$ cat config.mk
export PLATFORM = sky130hd
export DESIGN_NAME = rf_param
export DESIGN_NICKNAME = d
export VERILOG_FILES = /design/src/rtl/rf_param_pkg.sv /design/src/rtl/rf_read_port.sv /design/src/rtl/rf_param.sv
export SDC_FILE = /design/constraint.sdc
export NUM_CORES = 1
export LEC_CHECK = 0
export ABC_AREA = 1
export BUFFER_PORTS_ARGS = -buffer_cell sky130_fd_sc_hd__buf_2
export CORE_ASPECT_RATIO = 1.4
export CORE_MARGIN = 8
export CORE_UTILIZATION = 45
export CTS_BUF_LIST = sky130_fd_sc_hd__clkbuf_4
export DETAILED_ROUTE_END_ITERATION = 8
export GPL_ROUTABILITY_DRIVEN = 0
export PLACE_DENSITY = 0.65
export SYNTH_ARGS = -nofsm -noshare
export SYNTH_HDL_FRONTEND = slang
export SYNTH_SLANG_ARGS = --single-unit
$ cat constraint.sdc
create_clock -name clk -period 4.1 [get_ports clk]
set_input_delay 0.41 -clock clk [delete_from_list [all_inputs] [get_ports clk]]
set_output_delay 0.41 -clock clk [all_outputs]
set_load 0.01 [all_outputs]
$ cat src/rtl/rf_param_pkg.sv
// Shared definitions for the rf_param register file: default parameter
// values and the clear-sweep FSM state encoding.
package rf_param_pkg;

    localparam int DEF_DATA_W   = 16;
    localparam int DEF_ADDR_W   = 3;
    localparam int DEF_ZERO_REG = 1;
    localparam int DEF_BYPASS   = 1;
    localparam int DEF_READ_REG = 0;

    // Clear FSM: IDLE serves reads/writes, CLEAR sweeps zeros through the file.
    typedef enum logic {
        IDLE  = 1'b0,
        CLEAR = 1'b1
    } clr_state_t;

endpackage

$ cat src/rtl/rf_read_port.sv
// One read port of rf_param: address decode, hardwired-zero register,
// optional same-cycle write forwarding and optional output register.
module rf_read_port
    import rf_param_pkg::*;
#(
    parameter int DATA_W   = DEF_DATA_W,
    parameter int ADDR_W   = DEF_ADDR_W,
    parameter int ZERO_REG = DEF_ZERO_REG,
    parameter int BYPASS   = DEF_BYPASS,
    parameter int READ_REG = DEF_READ_REG
) (
    input  logic                                 clk,
    input  logic                                 rst,
    input  logic [(2**ADDR_W)-1:0][DATA_W-1:0]   mem,
    input  logic [ADDR_W-1:0]                    ra,
    input  logic                                 wen0,
    input  logic [ADDR_W-1:0]                    wa0,
    input  logic [DATA_W-1:0]                    wd0,
    input  logic                                 wen1,
    input  logic [ADDR_W-1:0]                    wa1,
    input  logic [DATA_W-1:0]                    wd1,
    output logic [DATA_W-1:0]                    rd
);

    logic [DATA_W-1:0] rd_comb;
    logic [DATA_W-1:0] rd_q;

    // Read mux: stored word, overridden by committing writes (port 1 last so
    // it wins), and finally forced to zero for the hardwired register.
    always_comb begin
        // NOTE: assigning a default first on every path keeps this block
        // purely combinational; a missed branch would otherwise infer a latch.
        rd_comb = mem[ra];
        if (BYPASS != 0) begin
            if (wen0 && (wa0 == ra)) rd_comb = wd0;
            if (wen1 && (wa1 == ra)) rd_comb = wd1;
        end
        if ((ZERO_REG != 0) && (ra == '0)) rd_comb = '0;
    end

    // Output register used when reads are configured with one cycle latency.
    always_ff @(posedge clk or posedge rst) begin
        if (rst) rd_q <= '0;
        else     rd_q <= rd_comb;
    end

    assign rd = (READ_REG != 0) ? rd_q : rd_comb;

endmodule

$ cat src/rtl/rf_param.sv
// Parameterised two-write / two-read register file with a hardware clear
// sweep. Storage, write arbitration and the clear FSM live here; the read
// path is delegated to one rf_read_port per read address.
module rf_param
    import rf_param_pkg::*;
#(
    parameter int DATA_W   = DEF_DATA_W,
    parameter int ADDR_W   = DEF_ADDR_W,
    parameter int ZERO_REG = DEF_ZERO_REG,
    parameter int BYPASS   = DEF_BYPASS,
    parameter int READ_REG = DEF_READ_REG
) (
    input  logic              clk,
    input  logic              rst,
    input  logic              we0,
    input  logic [ADDR_W-1:0] wa0,
    input  logic [DATA_W-1:0] wd0,
    input  logic              we1,
    input  logic [ADDR_W-1:0] wa1,
    input  logic [DATA_W-1:0] wd1,
    input  logic [ADDR_W-1:0] ra0,
    input  logic [ADDR_W-1:0] ra1,
    output logic [DATA_W-1:0] rd0,
    output logic [DATA_W-1:0] rd1,
    input  logic              clr_req,
    output logic              busy
);

    localparam int                DEPTH    = 2**ADDR_W;
    localparam logic [ADDR_W-1:0] LAST_IDX = ADDR_W'(DEPTH - 1);

    logic [DEPTH-1:0][DATA_W-1:0] regs;
    clr_state_t                   state, state_next;
    logic [ADDR_W-1:0]            cnt, cnt_next;
    logic                         wen0, wen1;

    assign busy = (state == CLEAR);

    // A write commits only when idle and not aimed at the hardwired zero
    // register; the same qualified enables drive the read-port forwarding,
    // so forwarding is naturally off during a sweep.
    assign wen0 = we0 && !busy && !((ZERO_REG != 0) && (wa0 == '0));
    assign wen1 = we1 && !busy && !((ZERO_REG != 0) && (wa1 == '0));

    // Storage update: sweep zeros while clearing, otherwise apply port 0
    // then port 1 so that port 1 wins on an address collision.
    always_ff @(posedge clk or posedge rst) begin
        // NOTE: the whole array sits on the async reset because the file
        // must read all zeros while rst is high, which rules out a RAM macro.
        if (rst) begin
            regs <= '0;
        end else if (state == CLEAR) begin
            regs[cnt] <= '0;
        end else begin
            // NOTE: non-blocking assignments here; the later port-1 write
            // overriding port 0 relies on last-NBA-wins, not on ordering of
            // blocking updates.
            if (wen0) regs[wa0] <= wd0;
            if (wen1) regs[wa1] <= wd1;
        end
    end

    // Clear FSM state and sweep counter registers.
    always_ff @(posedge clk or posedge rst) begin
        if (rst) begin
            state <= IDLE;
            cnt   <= '0;
        end else begin
            state <= state_next;
            cnt   <= cnt_next;
        end
    end

    // Clear FSM next state: start the sweep on clr_req, walk every address
    // once, and hold the counter at the last index instead of wrapping.
    always_comb begin
        state_next = state;
        cnt_next   = cnt;
        case (state)
            IDLE: begin
                if (clr_req) begin
                    state_next = CLEAR;
                    cnt_next   = '0;
                end
            end
            CLEAR: begin
                if (cnt == LAST_IDX) state_next = IDLE;
                else                 cnt_next   = cnt + 1'b1;
            end
            default: begin
                state_next = IDLE;
                cnt_next   = '0;
            end
        endcase
    end

    rf_read_port #(
        .DATA_W  (DATA_W),
        .ADDR_W  (ADDR_W),
        .ZERO_REG(ZERO_REG),
        .BYPASS  (BYPASS),
        .READ_REG(READ_REG)
    ) u_rd0 (
        .clk (clk),
        .rst (rst),
        .mem (regs),
        .ra  (ra0),
        .wen0(wen0),
        .wa0 (wa0),
        .wd0 (wd0),
        .wen1(wen1),
        .wa1 (wa1),
        .wd1 (wd1),
        .rd  (rd0)
    );

    rf_read_port #(
        .DATA_W  (DATA_W),
        .ADDR_W  (ADDR_W),
        .ZERO_REG(ZERO_REG),
        .BYPASS  (BYPASS),
        .READ_REG(READ_REG)
    ) u_rd1 (
        .clk (clk),
        .rst (rst),
        .mem (regs),
        .ra  (ra1),
        .wen0(wen0),
        .wa0 (wa0),
        .wd0 (wd0),
        .wen1(wen1),
        .wa1 (wa1),
        .wd1 (wd1),
        .rd  (rd1)
    );

endmodule
==> flow_metrics.py <==
metrics = {
    "clocking": {
        "postCtsSetupRepairBufs": 0,
        "cts_tree": "done",
        "cts_resized": 0,
        "cts_root_buffer": "clkbuf_4",
        "clk_path_buf_depth": 2,
        "cts_hold_buf": 0,
        "cts_inserted_buffers": 17,
        "clk_pin_slew_ns": 0.12,
        "cts.sinks": 132,
        "clk_latency_ns": 0.58,
        "htree_levels": 4,
    },
    "worst_hold_path": {
        "hold_path_class": "in -> async",
    },
    "route": {
        "drtPass1Iterations": 6,
        "via_count": 12400,
        "drc": 0,
        "drtIter0Drc": 1552,
        "drt-total-wl_mm": 43.1,
        "viasPerCell": 6.19,
        "detail-route-antenna-nets": 0,
        "wl_per_cell_um": 21.5,
    },
    "critical_path": {
        "r2r-start": "busy$_DFF_PP0_",
        "r2r_slack_ns": 1.44,
        "crit_required_ns": 3.69,
        "crit_top_cell": "nor2_1",
        "crit_family": "simple AND/OR/NAND/NOR gates",
        "cp_num_buf_inv": 3,
        "crit_type": "reg -> out",
        "crit_path_end_kind": "output pin",
        "r2r_end": "regs[108]$_DFF_PP0_",
        "rr_worst_depth": 9,
        "cp.arrival_ns": 3.31,
        "critPathLaunchType": "register",
        "crit_path_end": "rd0[12]",
        "critPathMaxStageDelay_ns": 0.73,
        "cp.depth": 9,
        "crit_path_max_fanout": 18,
        "crit_chain": "inv_2 > nand2_1 > a21oi_2 > nand3_1 > buf_4 > o21ai_1 > nor2_1 > nor2_1 > buf_2",
        "cp_slowest_cell": "nand3_1",
        "cp-startpoint": "busy$_DFF_PP0_",
    },
    "layout": {
        "final_core_utilization_pct": 49.0,
        "layout-drive-gt1-share_pct": 9.97,
        "n_fill_cell": 2495,
        "fin_nets": 1734,
        "area_growth_pct": 7.29,
        "design_area_sq_um": 11300,
    },
    "die": {
        "start_util_pct": 45.7,
        "row_count": 66,
        "num_io_pins": 82,
        "die_y_um": 197,
        "fp.dieArea_sq_um": 28700,
        "fp.dieW_um": 146,
        "coreArea_sq_um": 23100,
    },
    "place": {
        "dpl-instance-area_sq_um": 11100,
        "dpl.hpwl_mm": 27.1,
        "io_buffers": 81,
    },
    "logic_synthesis": {
        "synthCells": 1688,
        "ys_ff_latch": 132,
        "synth_flop_cell": "dfrtp_1",
        "synth_commonest_cells": "nand2_1 (424), o21ai_0 (209), nor2_1 (178), a21oi_1 (171), dfrtp_1 (132)",
        "mappedNetlistArea_sq_um": 10600,
        "synth_cell_type_count": 34,
        "synth_most_common_cell": "nand2_1",
        "synth_largest_area_cell": "dfrtp_1",
        "syn-num-nets": 1739,
        "synth-edff-count": 0,
        "async_flop_share_pct": 100,
        "synthTopCellsByArea": "dfrtp_1 (31%), nand2_1 (15%), o21ai_0 (9.9%), a21oi_1 (8.1%), nor2_1 (6.3%)",
        "ys_warn_count": 0,
        "synth_top_area_share_pct": 31.3,
        "ys_seq_area_share_pct": 31.3,
        "syn_avg_cell_area_sq_um": 6.26,
    },
    "sta": {
        "finalHoldViolCount": 11,
        "setup_viol": 0,
        "slew-limit-headroom_pct": 17.1,
        "max_freq_mhz": 269,
        "setup-tns-final_ns": 0,
        "fin_skew_ns": 0.0229,
        "period_needed_ns": 3.72,
        "hold-worst-slack_ns": -0.0375,
        "rsz0062_at_grt": "false",
        "fin_crit_sh_pct": 90.6,
        "tightest_slew_ns": 1.24,
        "slew_violations": 0,
    },
    "pwr": {
        "worst_ir_drop_vdd_mv": 0.287,
        "leakagePower_nw": 5.56,
        "pwr_density_cell_nw_per_um2": 480,
    },
    "outcome": {
        "violations": "negative hold slack",
        "outcome": "complete, but fails checks",
    },
    "grt": {
        "grt_pass1_wl_mm": 67.2,
        "grt_max_degree": 96,
        "globalRouteTotalUtil_pct": 29.8,
        "grt.overflow.total": 0,
        "antenna_found_initial": 2,
        "grt_pass1_vias": 11700,
    },
    "flow_run": {
        "max_cap_violations": 0,
    },
}
-- state kept, by name, indices dropped and copies added, names as in the netlist --
| register | count |
|---|---|
| busy | 1 |
| cnt | 3 |
| regs | 128 |
-- per-layer routing --
| metal | GRT usage (%) | share of wire (%) |
|---|---|---|
| met5 | 0 | 0.030 |
| met4 | 21.5 | 6.8 |
| met2 | 48.4 | 46 |
| met3 | 5.78 | 9.1 |
| met1 | 34.9 | 38 |
-- cell usage in the layout, fill, tap and decap left out, types with 5 or more instances in the layout --
cell	synthesis	routed
o21ai_1	79	79
nand3_1	107	107
inv_2	5	5
xnor2_1	5	5
clkbuf_4	0	19
nand4_1	23	23
dfrtp_1	132	131
buf_2	46	79
buf_4	8	37
nor3_1	11	11
clkinv_1	2	7
nor2_1	178	178
o211ai_1	86	86
inv_1	87	86
nand2_1	424	424
nor3_4	3	6
o21ai_0	209	209
a21oi_1	171	171
-- layout make-up --
| cell class | count | area, sq um | area share, % |
|---|---|---|---|
| well taps | 306 | 383 | 3.38 |
| inverters | 94 | 358 | 3.16 |
| clock buffers | 19 | 143 | 1.26 |
| flip-flops and latches | 132 | 3310 | 29.2 |
| multi-input cells | 1322 | 6330 | 55.9 |
| repair buffers | 116 | 673 | 5.94 |
| clock inverters | 12 | 139 | 1.22 |
| diodes | 1 | 2.50 | 0.0221 |
-- kinds of logic after synthesis --
kind of cell	after synthesis	synth area share [%]
simple gates	760	30.1
xor+xnor	10	0.900
fa+ha+maj	2	0.237
compound gates	550	28.3
flops	132	31.3
buf+inv	234	9.21
-- how the worst min path moves through the flow --
stage	start	cells after the start	slack, ns	to
finish	rst	2	-0.04	cnt[2]$_DFFE_PP0P_
global route	rst	2	0.02	cnt[2]$_DFFE_PP0P_
CTS	rst	2	0.03	cnt[2]$_DFFE_PP0P_
detailed placement	regs[9]$_DFF_PP0_	2	0.49	regs[9]$_DFF_PP0_
global placement	regs[9]$_DFF_PP0_	2	0.48	regs[9]$_DFF_PP0_
floorplan	regs[0]$_DFF_PP0_	2	0.47	regs[0]$_DFF_PP0_
-- power by group --
group          internal (W)  switching [W]  leakage, nW  total, W
logic              0.000804        0.00163         3.60   0.00243
registers           0.00167       0.000395         1.81   0.00206
clock network      0.000423       0.000526        0.150  0.000950
total               0.00289        0.00255         5.56   0.00544
-- through the flow --
stage / setup WS, ns / total power (W) / instances
CTS: 0.376 / 0.00538 / 2001
finish: 0.384 / 0.00544 / 2002
detailed placement: 0.831 / 0.00444 / 1970
global route: 0.257 / 0.00582 / 2002
global placement: 0.851 / 0.00439 / 1970
floorplan: 0.164 / 0.00365 / 1688
No activity file was read; power rests on OpenSTA's default activity.
